===== src/rtl/secuenciador_inicializacion_if.sv =====
// Bundle of the sequencer control and status signals.
// Control side: tick/start are single-cycle strobes sampled on the rising
// edge and need no acknowledge. hold is a level. Status side: step_stb is a
// one-cycle "valid" for the step/pass_cnt values presented alongside it.
// There is no back-pressure: the consumer must take every step_stb.
interface secuenciador_inicializacion_if #(
  parameter int SW = 3,
  parameter int PW = 1
);
  logic          tick;
  logic          start;
  logic          hold;
  logic [SW-1:0] step;
  logic [PW-1:0] pass_cnt;
  logic          step_stb;
  logic          busy;
  logic          en;
  logic [1:0]    state_dbg;

  modport master (
    output tick, start, hold,
    input  step, pass_cnt, step_stb, busy, en, state_dbg
  );

  modport slave (
    input  tick, start, hold,
    output step, pass_cnt, step_stb, busy, en, state_dbg
  );
endinterface


===== src/rtl/secuenciador_inicializacion.sv =====
// Initialisation sequencer: walks STEPS steps for PASSES passes, advancing on
// prescaler ticks, with an optional idle gap between passes. Raises en once
// the whole sequence has completed. All outputs are registered.
module secuenciador_inicializacion #(
  parameter int STEPS      = 5,
  parameter int PASSES     = 2,
  parameter int GAP_TICKS  = 0,
  parameter int AUTO_START = 1
) (
  input  logic clk,
  input  logic rst,
  secuenciador_inicializacion_if.slave bus
);

  localparam int SW = (STEPS  > 1) ? $clog2(STEPS)  : 1;
  localparam int PW = (PASSES > 1) ? $clog2(PASSES) : 1;
  // The gap counter only needs to reach GAP_TICKS-1 before the final tick.
  localparam int GW = (GAP_TICKS > 1) ? $clog2(GAP_TICKS) : 1;

  localparam logic [SW-1:0] STEP_LAST = SW'(STEPS - 1);
  localparam logic [PW-1:0] PASS_LAST = PW'(PASSES - 1);
  localparam bit            HAS_GAP   = (GAP_TICKS > 0);
  localparam logic [GW-1:0] GAP_LAST  = HAS_GAP ? GW'(GAP_TICKS - 1) : '0;
  localparam bit            AUTO      = (AUTO_START != 0);

  typedef enum logic [1:0] {
    S_IDLE = 2'd0,
    S_RUN  = 2'd1,
    S_GAP  = 2'd2,
    S_DONE = 2'd3
  } state_t;

  state_t        state_q;
  logic [SW-1:0] step_q;
  logic [PW-1:0] pass_q;
  logic [GW-1:0] gap_q;
  logic          stb_q;
  logic          busy_q;
  logic          en_q;

  // A tick only counts when nothing else claims the cycle; start has priority.
  logic tick_acc;
  assign tick_acc = bus.tick & ~bus.hold & ~bus.start;

  // Sequencer FSM; every output is produced here as a register.
  always_ff @(posedge clk or negedge rst) begin
    if (!rst) begin
      state_q <= S_IDLE;
      step_q  <= '0;
      pass_q  <= '0;
      gap_q   <= '0;
      stb_q   <= 1'b0;
      busy_q  <= 1'b0;
      en_q    <= 1'b0;
    end else begin
      stb_q <= 1'b0;
      if (bus.start) begin
        // Restart from any state, even while hold is high; the tick is dropped.
        state_q <= S_RUN;
        step_q  <= '0;
        pass_q  <= '0;
        gap_q   <= '0;
        busy_q  <= 1'b1;
        en_q    <= 1'b0;
      end else if (!bus.hold) begin
        case (state_q)
          S_IDLE: begin
            if (AUTO) begin
              state_q <= S_RUN;
              busy_q  <= 1'b1;
            end
          end
          S_RUN: begin
            if (tick_acc) begin
              stb_q <= 1'b1;
              if (step_q != STEP_LAST) begin
                step_q <= step_q + SW'(1);
              end else if (pass_q != PASS_LAST) begin
                step_q <= '0;
                pass_q <= pass_q + PW'(1);
                if (HAS_GAP) begin
                  state_q <= S_GAP;
                end
              end else begin
                // Final step of final pass: counters keep their last values.
                state_q <= S_DONE;
                busy_q  <= 1'b0;
                en_q    <= 1'b1;
              end
            end
          end
          S_GAP: begin
            if (tick_acc) begin
              if (gap_q == GAP_LAST) begin
                gap_q   <= '0;
                state_q <= S_RUN;
              end else begin
                gap_q <= gap_q + GW'(1);
              end
            end
          end
          S_DONE: begin
            // Ticks are ignored; only start leaves this state.
          end
          default: begin
            state_q <= S_IDLE;
            busy_q  <= 1'b0;
            en_q    <= 1'b0;
          end
        endcase
      end
    end
  end

  assign bus.step      = step_q;
  assign bus.pass_cnt  = pass_q;
  assign bus.step_stb  = stb_q;
  assign bus.busy      = busy_q;
  assign bus.en        = en_q;
  assign bus.state_dbg = state_q;

endmodule


===== src/flat_wrapper.sv =====
// flat-port wrapper written by rule: the top's interface ports become plain ports
module secuenciador_inicializacion_flat 
#(
  parameter int STEPS      = 5,
  parameter int PASSES     = 2,
  parameter int GAP_TICKS  = 0,
  parameter int AUTO_START = 1
)
  (clk, rst, bus_tick, bus_start, bus_hold, bus_step, bus_pass_cnt, bus_step_stb, bus_busy, bus_en, bus_state_dbg);
  secuenciador_inicializacion_if #(.SW(((STEPS  > 1) ? $clog2(STEPS)  : 1)), .PW(((PASSES > 1) ? $clog2(PASSES) : 1))) bus_i ();
  input  logic clk;
  input  logic rst;
  input wire logic [$bits(bus_i.tick)-1:0] bus_tick;
  input wire logic [$bits(bus_i.start)-1:0] bus_start;
  input wire logic [$bits(bus_i.hold)-1:0] bus_hold;
  output wire logic [$bits(bus_i.step)-1:0] bus_step;
  output wire logic [$bits(bus_i.pass_cnt)-1:0] bus_pass_cnt;
  output wire logic [$bits(bus_i.step_stb)-1:0] bus_step_stb;
  output wire logic [$bits(bus_i.busy)-1:0] bus_busy;
  output wire logic [$bits(bus_i.en)-1:0] bus_en;
  output wire logic [$bits(bus_i.state_dbg)-1:0] bus_state_dbg;
  assign bus_i.tick = bus_tick;
  assign bus_i.start = bus_start;
  assign bus_i.hold = bus_hold;
  assign bus_step = bus_i.step;
  assign bus_pass_cnt = bus_i.pass_cnt;
  assign bus_step_stb = bus_i.step_stb;
  assign bus_busy = bus_i.busy;
  assign bus_en = bus_i.en;
  assign bus_state_dbg = bus_i.state_dbg;
  secuenciador_inicializacion #(.STEPS(STEPS), .PASSES(PASSES), .GAP_TICKS(GAP_TICKS), .AUTO_START(AUTO_START)) u_core (.clk(clk), .rst(rst), .bus(bus_i));
endmodule

===== config.mk =====
export PLATFORM = sky130hd
export DESIGN_NAME = secuenciador_inicializacion_flat
export DESIGN_NICKNAME = d
export VERILOG_FILES = /design/src/rtl/secuenciador_inicializacion_if.sv /design/src/rtl/secuenciador_inicializacion.sv /design/src/flat_wrapper.sv
export SDC_FILE = /design/constraint.sdc
export NUM_CORES = 1
export LEC_CHECK = 0
export BUFFER_PORTS_ARGS = -buffer_cell sky130_fd_sc_hd__buf_2
export CAP_MARGIN = 20
export CORE_AREA = 3 3 40 42
export CTS_CLUSTER_DIAMETER = 50
export DETAILED_ROUTE_END_ITERATION = 12
export DIE_AREA = 0 0 43 45
export SLEW_MARGIN = 30
export SYNTH_ARGS = -nofsm -noshare
export SYNTH_HDL_FRONTEND = slang
export SYNTH_SLANG_ARGS = --single-unit
export TNS_END_PERCENT = 50

===== constraint.sdc =====
create_clock -name clk -period 1.4 [get_ports clk]
set_input_delay 0.14 -clock clk [delete_from_list [all_inputs] [get_ports clk]]
set_output_delay 0.14 -clock clk [all_outputs]
set_load 0.03 [all_outputs]

# After elaboration in Yosys (flattened, before gate mapping)
# Cells that the tools add are included.
# op_classes
n_eq_ne	11
mux	41
n_addsub	3
n_reduce_logical	13
bitwise_logic	4
# op_table
cell	count
1-bit 2-to-1 mux	26
3-bit 2-to-1 mux	6
2-bit 2-to-1 mux	7
3-bit inequality test (second input constant)	4
5-bit AND reduction	2
3-bit by 2-bit inequality test with 1-bit output (second input constant)	3
4-bit AND reduction	2
2-bit nonzero test	4
7-bit AND reduction	1
2-bit case mux with 3 select lines	1
2-bit inequality test (second input constant)	2
4-bit nonzero test	1
3-bit by 1-bit adder with 3-bit output (second input constant)	1
3-bit AND reduction	1
3-bit nonzero test	1
1-bit adder (second input constant)	2
1-bit AND	2
2-bit by 1-bit == test with 1-bit output (second input constant)	1
2-bit == test (second input constant)	1
2-bit zero test	1
1-bit inverter	2
1-bit case mux with 2 select lines	1
# word_totals
in_bits	5
ff_bits	10
word_cells	79

# Logic depth before layout (Yosys ltp)
# depth
depth_word	7
depth_mapped	5

# Least setup slack after synthesis
# OpenSTA, ideal clock, no wires.
# synth_path
path_type	reg-to-reg
from	reg u_core.step_q[0] (netlist: u_core.bus.step[0])
to	reg u_core.busy_q (netlist: u_core.bus.busy)
period_less_slack_ns	1.484
arrival_time_ns	1.360
setup_slack_ns	-0.084
path_stages_with_launch	6
required_ns	1.276
path_cell_list	dfrtp_1 > inv_1 > ha_1 > and3_4 > nand3_2 > a211o_1
# synth_between
elab_chain_len	3
# synth_rtl
element	line_no	source
start: declaration	secuenciador_inicializacion.sv:34	logic [SW-1:0] step_q;
start signal: assignment	secuenciador_inicializacion.sv:77	step_q <= step_q + SW'(1);
3-bit inequality test	secuenciador_inicializacion.sv:76	if (step_q != STEP_LAST) begin
3-bit inequality test (no source line)	--	
5-bit AND reduction (no source line)	--	
end signal: assignment	secuenciador_inicializacion.sv:70	busy_q <= 1'b1;
end signal: assignment	secuenciador_inicializacion.sv:87	busy_q <= 1'b0;
end signal: assignment	secuenciador_inicializacion.sv:107	busy_q <= 1'b0;
end: declaration	secuenciador_inicializacion.sv:38	logic busy_q;
# No other way between the ends.
# A chain may end at the register's enable or synchronous reset.

# Final worst setup path
# Same ends and word-level chain as after synthesis.

==> flow_summary.rst <==
.. list-table::
   :header-rows: 1

   * - Metric
     - Value
   * - CP required
     - approximately 1.6 ns
   * - Slew at the pin with the worst max-slew slack
     - 0.214 ns
   * - Ratio of total power to cell area
     - a little under 900 mW/mm²
   * - Total setup violations reported at the end of the flow
     - 0
   * - Fill cells
     - approximately 130
   * - YS warnings
     - 0
   * - Count of input and output buffers
     - 13
   * - Initial antenna violation count
     - 0
   * - Clock buffers created by TritonCTS
     - 3
   * - Mux contribution to synthesized area
     - 0
   * - Number of global-route vias before repair
     - approximately 370
   * - GRT Resource Usage Total
     - 0.114
   * - CP startpoint kind
     - register
   * - Fraction of final layout cells with drive strength greater than 1
     - 0.422
   * - Crit-path cells
     - inv_2 > ha_4 > and3_4 > nand3_2 > a211o_1
   * - Most common cell after layout, fill and taps aside
     - sky130_fd_sc_hd__buf_2
   * - Status
     - finished clean
   * - Post-detailed-route via-to-cell ratio
     - between 5 and 6
   * - Count of maximum capacitance violations
     - 0
   * - Ports placed on the boundary
     - 14
   * - Final clock period utilization by the worst path
     - 0.950
   * - Synth Cell Area
     - roughly 450 µm²
   * - Nets
     - between 70 and 80
   * - Min Clock Period, post-route
     - roughly 1.3 ns
   * - Clock transition at the registers of the reported paths
     - 0.07 ns
   * - Maximum clock path buffer count
     - 2
   * - Critical path class
     - reg2reg
   * - Number of H-tree levels
     - 1
   * - Sequential cell area
     - ~230 µm²
   * - Die extent in y
     - 45 µm
   * - Yosys reg bits
     - 9
   * - Library cell contributing the largest single delay on the critical path
     - sky130_fd_sc_hd__dfrtp_2
   * - Clock sink total
     - 9
   * - Post-route clock skew
     - 0.00514 ns
   * - Via count
     - roughly 400
   * - CTS tree
     - done
   * - Share of the synthesized netlist area taken by xor and xnor gates
     - 0
   * - Cell at the root of the clock tree
     - sky130_fd_sc_hd__clkbuf_4
   * - Post-synthesis compound-gate area fraction
     - 0.142
   * - Final core utilization
     - 0.464
   * - Critical path endpoint category
     - register
   * - Width of the chip
     - about 43 µm
   * - Fraction of the mapped netlist area in simple logic gates
     - 0.267
   * - Detail Route Antenna Nets
     - 0
   * - Detailed-router iteration count before antenna repair
     - 4
   * - Area used by multi-input combinational logic
     - approximately 220 µm²
   * - GR Overflow Total
     - 0
   * - Data arrival time of the critical path
     - ~1.5 ns
   * - Largest fanout on the critical path
     - 5
   * - Pin count of the biggest net entering global routing
     - 10
   * - Commonest cells after routing, fill and taps aside
     - 13 x sky130_fd_sc_hd__buf_2, 7 x sky130_fd_sc_hd__dfrtp_1, 6 x sky130_fd_sc_hd__nor2_1
   * - Std-Cell Core Area
     - around 0.0013 mm²
   * - Global-route wire length before repair
     - 1.62 mm
   * - Net count of the mapped netlist
     - 52
   * - Largest stage delay on the critical path
     - approximately 0.4 ns
   * - Cts repair resizes
     - 0
   * - Largest family of logic cells by synthesized area
     - simple AND/OR/NAND/NOR gates
   * - Later-pin clock latency in the skew report
     - ~0.26 ns
   * - Wire length after detailed routing
     - 958 µm
   * - Initial cell density of the core
     - 0.350
   * - DIE AREA
     - 0.00194 mm²
   * - Fin. Hold Viols
     - 0
   * - Count of inserted antenna diode cells
     - 0
   * - Routed len/inst
     - around 12 µm
   * - Number of placement rows
     - 13
   * - DRC marker count from the first detailed-route iteration
     - 2
   * - Area Growth Syn to Fin
     - 32.9%
   * - Share of the yosys chip area belonging to registers
     - 0.501
   * - Post-route DRC violation count
     - 0
   * - Timing-limited maximum frequency
     - 752 MHz
   * - Max-slew violation count
     - 0
   * - Post-synthesis average cell area
     - around 10 µm²
   * - Setup TNS after final layout
     - 0 ns
   * - Number of buffer and inverter stages on the critical path
     - 1
   * - Min-Delay Path Class
     - in2reg
   * - Worst slew margin
     - 0.857
   * - Synthesized instance count
     - 45
   * - Number of library cell types mapped by synthesis
     - 22
   * - Maximum vdd ir drop
     - between 400 and 500 µV
   * - Hpwl dp
     - around 700 µm
   * - Final estimated routing congestion in global placement
     - about 0.74
   * - Setup repair after global routing missed its margin
     - no
   * - Synthesized-area fraction occupied by adder cells
     - 0.0557
   * - Cell family with the largest share of critical-path delay
     - flip-flops
   * - Cell leakage power
     - 0.273 nW
timing repair:
item / 4_1_cts / 5_1_grt
setup endpoints to repair: 0 / 1
hold endpoints to repair: 9 / 0
hold buffers: 1 / 0
setup buffers: 0 / 1
final cells by class:
cell class | count | area share
inverter | 3 | 0.0189
timing repair buffer | 16 | 0.151
multi-input combinational | 32 | 0.371
tap | 15 | 0.0314
clock buffer | 3 | 0.0377
clock inverter | 1 | 0.00839
sequential | 9 | 0.382
flip-flops by register name, summed over array words and instances (netlist names):
name / cells
u_core.bus.busy: 1
u_core.bus.state_dbg: 2
u_core.bus.step_stb: 1
u_core.bus.en: 1
u_core.bus.pass_cnt: 1
u_core.bus.step: 3
cell families after synthesis:
logic type	after synthesis
simple gates	19
compound gates	11
flops	9
buf+inv	4
fa+ha+maj	2
stage by stage:
step / hold WS [ns] / std cells / power [W] / setup slack, ns / area [µm²]
final: 0.147 / 79 / 0.000534 / 0.0706 / 597
after global routing: 0.169 / 79 / 0.000558 / 0.0136 / 597
after CTS: 0.145 / 78 / 0.000539 / 0.0586 / 589
after detailed placement: 0.00640 / 73 / 0.000332 / 0.0592 / 552
after global placement: 0.00379 / 73 / 0.000330 / 0.0928 / 552
after floorplan: -0.156 / 45 / 0.000306 / 0.0221 / 464
final timing paths:
kind / from / to / slack (ns) / cells after the start
min in group asynchronous: rst / u_core.bus.state_dbg[0] / 0.25 / 2
worst max register to register: u_core.bus.step[0] / u_core.bus.busy / 0.07 / 5
worst max-delay path: u_core.bus.step[0] / u_core.bus.busy / 0.07 / 5
worst min register to register: u_core.bus.en / u_core.bus.en / 0.50 / 2
worst min-delay path: bus_hold / u_core.bus.state_dbg[0] / 0.15 / 2
max in group asynchronous: rst / u_core.bus.step[1] / 0.94 / 2
cell usage after synthesis (all sizes together):
library cell  count  area share
a211o             1       0.020
nand3             3       0.045
o31ai             1       0.017
and4bb            1       0.028
clkbuf            1      0.0083
nor2b             1       0.014
inv               3       0.025
ha                2       0.056
nand3b            1       0.017
and2              1       0.017
nand2             1      0.0083
nand4bb           1       0.025
dfrtp             9        0.50
nor2              6       0.050
and3              1       0.025
a21oi             4       0.045
nor3b             1       0.017
o21ai             3       0.033
a31oi             2       0.028
nor3              2       0.022
metal layers:
layer / track usage / vias up / share of wire
met5: 0 / - / 0
met4: 0.0723 / 0 / 0
met3: 0.0239 / 0 / 0.045
met2: 0.171 / 11 / 0.48
met1: 0.151 / 189 / 0.47
li1: - / 199 / -
where the power goes:
group | internal, W | switching (W)
logic | 0.0000245 | 0.0000391
registers | 0.000264 | 0.00000213
clock network | 0.000106 | 0.0000987
total | 0.000394 | 0.000140
Power figures use the tool's default switching activity.
